$ cat src/rtl/ram_control.sv
// In-place radix-2 DIT FFT sequencer: reads issue 1 cycle after start, twiddles 1 cycle later, write-back 2 cycles after the read.
// No backpressure: once started it walks every stage at one butterfly per cycle, with a 2-cycle gap between stages.
module ram_control #(
  parameter int L_max = 3,
  parameter int N     = 2 ** L_max
) (
  input  logic                    clk,
  input  logic                    rst,
  input  logic                    initial_flag,
  output logic                    wr_en,
  output logic [L_max-1:0]        wr_add1,
  output logic [L_max-1:0]        wr_add2,
  output logic                    rd_en,
  output logic [L_max-1:0]        rd_add1,
  output logic [L_max-1:0]        rd_add2,
  output logic signed [15:0]      factor_re,
  output logic signed [15:0]      factor_im,
  output logic                    en_multi,
  output logic                    flag_fftfinish
);

  localparam int KW = L_max - 1;
  localparam int SW = (L_max > 1) ? $clog2(L_max) : 1;
  localparam logic [L_max-1:0] ONE = {{(L_max-1){1'b0}}, 1'b1};
  localparam real PI = 3.14159265358979323846;

  typedef enum logic [1:0] {IDLE, READ, DRAIN, FINISH} state_t;

  // Round half away from zero into Q1.14.
  function automatic logic signed [15:0] q14(input real x);
    real r;
    r = (x >= 0.0) ? x + 0.5 : x - 0.5;
    return 16'($rtoi(r));
  endfunction

  logic signed [15:0] tw_re [N/2];
  logic signed [15:0] tw_im [N/2];

  for (genvar g = 0; g < N/2; g++) begin : g_tw
    localparam logic signed [15:0] RE = q14(16384.0 * $cos(2.0 * PI * g / N));
    localparam logic signed [15:0] IM = q14(-16384.0 * $sin(2.0 * PI * g / N));
    assign tw_re[g] = RE;
    assign tw_im[g] = IM;
  end

  state_t            state_q, state_d;
  logic [SW-1:0]     s_q, s_d;
  logic [KW-1:0]     k_q, k_d;
  logic              drain_q, drain_d;
  logic [KW-1:0]     j_q, j_d;

  logic              rd_en_q, rd_en_d;
  logic [L_max-1:0]  rd_add1_q, rd_add1_d, rd_add2_q, rd_add2_d;
  logic              en_multi_q, en_multi_d;
  logic signed [15:0] factor_re_q, factor_re_d, factor_im_q, factor_im_d;
  logic              p_vld_q, p_vld_d;
  logic [L_max-1:0]  p_add1_q, p_add1_d, p_add2_q, p_add2_d;
  logic              wr_en_q, wr_en_d;
  logic [L_max-1:0]  wr_add1_q, wr_add1_d, wr_add2_q, wr_add2_d;
  logic              fin_q, fin_d;

  logic [L_max-1:0]  kx, span, pos, grp, add1;

  always_comb begin
    state_d = state_q;
    s_d     = s_q;
    k_d     = k_q;
    drain_d = drain_q;
    case (state_q)
      IDLE: begin
        if (initial_flag) begin
          state_d = READ;
          s_d     = '0;
          k_d     = '0;
        end
      end
      READ: begin
        if (&k_q) begin
          state_d = DRAIN;
          drain_d = 1'b0;
          k_d     = '0;
        end else begin
          k_d = k_q + 1'b1;
        end
      end
      DRAIN: begin
        if (drain_q) begin
          if (s_q == SW'(L_max - 1)) begin
            state_d = FINISH;
          end else begin
            state_d = READ;
            s_d     = s_q + 1'b1;
            k_d     = '0;
          end
        end else begin
          drain_d = 1'b1;
        end
      end
      FINISH:  state_d = IDLE;
      default: state_d = IDLE;
    endcase
  end

  // Outputs are computed from the next state so that they register in step with it.
  always_comb begin
    kx   = {1'b0, k_d};
    span = ONE << s_d;
    pos  = kx & (span - ONE);
    grp  = kx >> s_d;
    add1 = ((grp << s_d) << 1) | pos;
    j_d  = pos[KW-1:0] << (SW'(L_max - 1) - s_d);

    rd_en_d   = (state_d == READ);
    rd_add1_d = rd_en_d ? add1 : '0;
    rd_add2_d = rd_en_d ? (add1 | span) : '0;

    en_multi_d  = rd_en_q;
    factor_re_d = rd_en_q ? tw_re[j_q] : '0;
    factor_im_d = rd_en_q ? tw_im[j_q] : '0;

    p_vld_d   = rd_en_q;
    p_add1_d  = rd_add1_q;
    p_add2_d  = rd_add2_q;
    wr_en_d   = p_vld_q;
    wr_add1_d = p_add1_q;
    wr_add2_d = p_add2_q;

    fin_d = (state_d == FINISH);
  end

  always_ff @(posedge clk or negedge rst) begin
    if (!rst) begin
      state_q     <= IDLE;
      s_q         <= '0;
      k_q         <= '0;
      drain_q     <= 1'b0;
      j_q         <= '0;
      rd_en_q     <= 1'b0;
      rd_add1_q   <= '0;
      rd_add2_q   <= '0;
      en_multi_q  <= 1'b0;
      factor_re_q <= '0;
      factor_im_q <= '0;
      p_vld_q     <= 1'b0;
      p_add1_q    <= '0;
      p_add2_q    <= '0;
      wr_en_q     <= 1'b0;
      wr_add1_q   <= '0;
      wr_add2_q   <= '0;
      fin_q       <= 1'b0;
    end else begin
      state_q     <= state_d;
      s_q         <= s_d;
      k_q         <= k_d;
      drain_q     <= drain_d;
      j_q         <= j_d;
      rd_en_q     <= rd_en_d;
      rd_add1_q   <= rd_add1_d;
      rd_add2_q   <= rd_add2_d;
      en_multi_q  <= en_multi_d;
      factor_re_q <= factor_re_d;
      factor_im_q <= factor_im_d;
      p_vld_q     <= p_vld_d;
      p_add1_q    <= p_add1_d;
      p_add2_q    <= p_add2_d;
      wr_en_q     <= wr_en_d;
      wr_add1_q   <= wr_add1_d;
      wr_add2_q   <= wr_add2_d;
      fin_q       <= fin_d;
    end
  end

  assign rd_en          = rd_en_q;
  assign rd_add1        = rd_add1_q;
  assign rd_add2        = rd_add2_q;
  assign en_multi       = en_multi_q;
  assign factor_re      = factor_re_q;
  assign factor_im      = factor_im_q;
  assign wr_en          = wr_en_q;
  assign wr_add1        = wr_add1_q;
  assign wr_add2        = wr_add2_q;
  assign flag_fftfinish = fin_q;

endmodule

$ cat config.mk
export PLATFORM = sky130hd
export DESIGN_NAME = ram_control
export DESIGN_NICKNAME = d
export VERILOG_FILES = /design/src/rtl/ram_control.sv
export SDC_FILE = /design/constraint.sdc
export NUM_CORES = 1
export LEC_CHECK = 0
export CAP_MARGIN = 10
export CELL_PAD_IN_SITES_DETAIL_PLACEMENT = 1
export CELL_PAD_IN_SITES_GLOBAL_PLACEMENT = 2
export CORE_ASPECT_RATIO = 1.1
export CORE_MARGIN = 5
export CORE_UTILIZATION = 28
export DETAILED_ROUTE_END_ITERATION = 7
export PLACE_DENSITY_LB_ADDON = 0.1
export RECOVER_POWER = 25
export SYNTH_ARGS = -nofsm -noshare
export SYNTH_HDL_FRONTEND = slang
export SYNTH_SLANG_ARGS = --single-unit
$ cat constraint.sdc
create_clock -name clk -period 2.2 [get_ports clk]
set_input_delay 0.22 -clock clk [delete_from_list [all_inputs] [get_ports clk]]
set_output_delay 0.22 -clock clk [all_outputs]
set_load 0.005 [all_outputs]
==> results by group <==
Job
  – Max-Cap Viols: 0

Pwr
  – Tot Pwr: 2.37 mW
  – Clock share of power: 24.0%
  – P_int: 1.63 mW
  – Sw frac: 31.3%
  – PD cells: around 1200 mW/mm^2
  – Sw power: 0.743 mW
  – LEAKAGE: 0.917 nW
  – Reg power frac: 41.3%
  – VDD IR max: 0.388 mV
  – Comb pwr share: 34.7%

Routing
  – Vias: 967
  – Drt wl/cell: 12.8 um
  – Vias per Instance: 4.05
  – Remaining antenna violation count: 0
  – DRC: 0
  – Drt pass-1 iters: 4
  – Initial DRC count: 31
  – Total routed wirelength: 3060 um

Floorplan
  – Starting density of the core: 28.8%
  – Core ar.: ~0.0054 mm^2
  – Die Span Y: between 80 and 90 um
  – Die Width: 81.0 um
  – Core Rows: 28
  – I/O pins: 51
  – Die area: 0.00714 mm^2

Placement
  – DP HPWL: 2330 um
  – Final GP Congestion: roughly 0.69
  – PortBufs: 45
  – Pre-CTS WS: -0.0134 ns

Critical path
  – Critical path, cell by cell: inv_1 -> ha_1 -> inv_1 -> o22ai_1 -> a22o_1 -> inv_1 -> ha_1 -> or3b_1 -> a21boi_1
  – CP Max Fanout: 4
  – Critical setup path kind: register to register
  – Critical path's largest stage delay: 0.38 ns
  – WP data arrival: 2.17 ns
  – Startpoint types: register
  – Crit path depth: 9
  – CP endpoint kind: register
  – Crit path buf inv count: 3
  – Worst reg2reg path depth: 9
  – Slack of the worst reg-to-reg path: 0.24 ns
  – CP required: 2.41 ns
  – Crit path max-delay cell type: or3b_1
  – Most used cell, CP: inv_1
  – Top delay family on crit path: adder cells

STA
  – Final setup fails: 0
  – Fin crit share: between 80% and 90%
  – Worst Skew: 0.00682 ns
  – Final period demand of the worst path: roughly 2.0 ns
  – Final hold vios: 0
  – Max-slew violations: 0
  – Max-slew headroom at the worst pin: 40.8%
  – Setup TNS: 0 ns
  – Tightest Pin Transition: 0.888 ns
  – RSZ-0062 raised after global routing: no
  – Max Fclk: around 0.51 GHz
  – Fin worst setup slack: 0.239 ns

Global routing
  – Vias in the first global route: 1,023
  – First-pass GRT wire length: between 4000 and 5000 um
  – Grt ovf: 0
  – Antenna violations before repair: 0
  – Gr usage total: 9.02%
  – Largest net degree at the start of global routing: 37

Layout
  – Filler cells: 615
  – Share of layout cells above drive strength 1: 9.76%
  – FF/Latch Area: 901 um^2
  – Multi-input logic area: ~420 um^2
  – Area Overhead vs Synth: 32.0%
  – Number of diodes: 0
  – # nets final: 174

Clock network
  – Clock buffer depth: 2
  – # Post-CTS Setup Buffers: 0
  – CTS HTree Levels: 2
  – Clock latency on the worst-skew pair: 0.28 ns
  – Clk slew on worst S/H paths: 0.07 ns
  – CTS sink cnt: 36
  – CTS buffer count: 5
  – CTS tree: yes
  – CTS root buf: clkbuf_8
  – Post-CTS sizing: 0
  – # hold bufs at CTS: 0

Run status
  – Status: finished, final reports clean

Logic synthesis
  – Netlist cell types: 29
  – Warnings from Yosys: 0
  – Synthesized instance count: 130
  – Mapped cell area: 0.00155 mm^2
  – Post-synthesis sequential area ratio: 58.0%
  – Avg Inst Size Synth: 12.0 um^2
  – Register bit total from synthesis: 36

Min path
  – HP Class: register to register
  – Hold path depth: 0
==> cells by family after synthesis <==
logic type               synth area share, %
XOR/XNOR                               0.564
AO/OA/AOI/OAI                           8.21
flip-flops                              58.0
adder cells (fa/ha/maj)                 6.44
buffers and inverters                   16.4
other                                  0.241
AND/OR/NAND/NOR                         10.1
==> worst reg2reg max path, stage by stage (launching register included) <==
cell and delay [ns]:
dfrtp_1 0.37, inv_1 0.08, ha_1 0.27, inv_1 0.04
o22ai_1 0.14, a22o_1 0.18, inv_1 0.06, ha_1 0.23
or3b_1 0.38, a21boi_1 0.14
==> cells in the mapped netlist, drive strengths merged <==
| master | instances | area share, % |
|---|---|---|
| or2b | 1 | 0.72 |
| nor2b | 3 | 1.2 |
| and2 | 4 | 1.6 |
| nor2 | 6 | 1.4 |
| nand2 | 3 | 0.72 |
| a22oi | 1 | 0.48 |
| buf | 28 | 14 |
| o21ai | 2 | 0.64 |
| a221o | 2 | 1.4 |
| a21boi | 1 | 0.48 |
| nand2b | 1 | 0.89 |
| and4 | 1 | 0.56 |
| a22o | 1 | 0.56 |
| nor4b | 2 | 1.1 |
| a21oi | 6 | 1.9 |
| dfrtp | 36 | 58 |
| ha | 8 | 6.4 |
| nand3b | 1 | 0.48 |
| o22ai | 2 | 0.81 |
| o21a | 1 | 0.48 |
| xnor2 | 1 | 0.56 |
| inv | 12 | 2.9 |
| a211oi | 2 | 0.97 |
| nand3 | 1 | 0.32 |
| or3b | 1 | 0.56 |
| conb | 1 | 0.24 |
| o211ai | 1 | 0.48 |
| nor3b | 1 | 0.48 |
==> final cells by class <==
type                       instances  area share (%)
clock buffer                       6            3.54
clock inverter                     2            1.71
tap                               75            4.58
multi-input combinational         58            20.4
sequential                        36            43.9
timing repair buffer              50            23.7
inverter                          12            2.20
==> per-stage QoR <==
step	util [%]	std cells	instance area (um^2)	hold WS, ns
3_3_place_gp	36.0	231	1940	0.333
4_1_cts	38.0	239	2050	0.350
6_report	38.0	239	2050	0.347
5_1_grt	38.0	239	2050	0.361
3_5_place_dp	36.0	231	1940	0.337
2_1_floorplan	-	134	1570	-0.0756
==> final timing paths <==
path,from,end
setup / recovery,s_q[0]$_DFF_PN0_,j_q[1]$_DFF_PN0_
hold / removal,p_add2_q[1]$_DFF_PN0_,wr_add2[1]$_DFF_PN0_
setup reg to reg,s_q[0]$_DFF_PN0_,j_q[1]$_DFF_PN0_
hold reg to reg,p_add2_q[1]$_DFF_PN0_,wr_add2[1]$_DFF_PN0_
max in group asynchronous,rst,wr_add2[0]$_DFF_PN0_
min in group asynchronous,rst,state_q[1]$_DFF_PN0_
==> metal layers <==
metal | track usage, % | up-vias | part of all wire [%]
met4 | 3.69 | 0 | 1.5
met3 | 3.40 | 6 | 6.9
met5 | 0 | - | 0
met2 | 15.0 | 29 | 49
li1 | - | 456 | -
met1 | 10.4 | 476 | 43
==> cells in the final DEF, fill, tap and decap left out, drive strengths merged, types with 2 or more instances in the layout <==
master	count
clkdlybuf4s50	44
dfrtp	36
inv	12
ha	8
clkbuf	7
a21oi	6
nor2	6
conb	5
buf	4
and2	4
nor2b	3
nand2	3
a211oi	2
o21ai	2
o22ai	2
nor4b	2
a221o	2
==> power groups by stage <==
stage	clock [mW]	combinational, mW	sequential, mW
2_1_floorplan	0	0.449	0.984
3_3_place_gp	0	0.817	0.987
3_5_place_dp	0	0.839	0.997
4_1_cts	0.595	0.840	0.985
5_1_grt	0.618	0.914	1.01
6_report	0.569	0.824	0.980
==> flip-flops by register name, indices dropped and copies added (netlist names), 2 cells and up <==
name,cells
factor_re,4
p_add1_q,3
p_add2_q,3
rd_add1,3
rd_add2,3
wr_add1,3
wr_add2,3
j_q,2
k_q,2
s_q,2
state_q,2
Note: power is estimated with default switching activity, not from simulation.
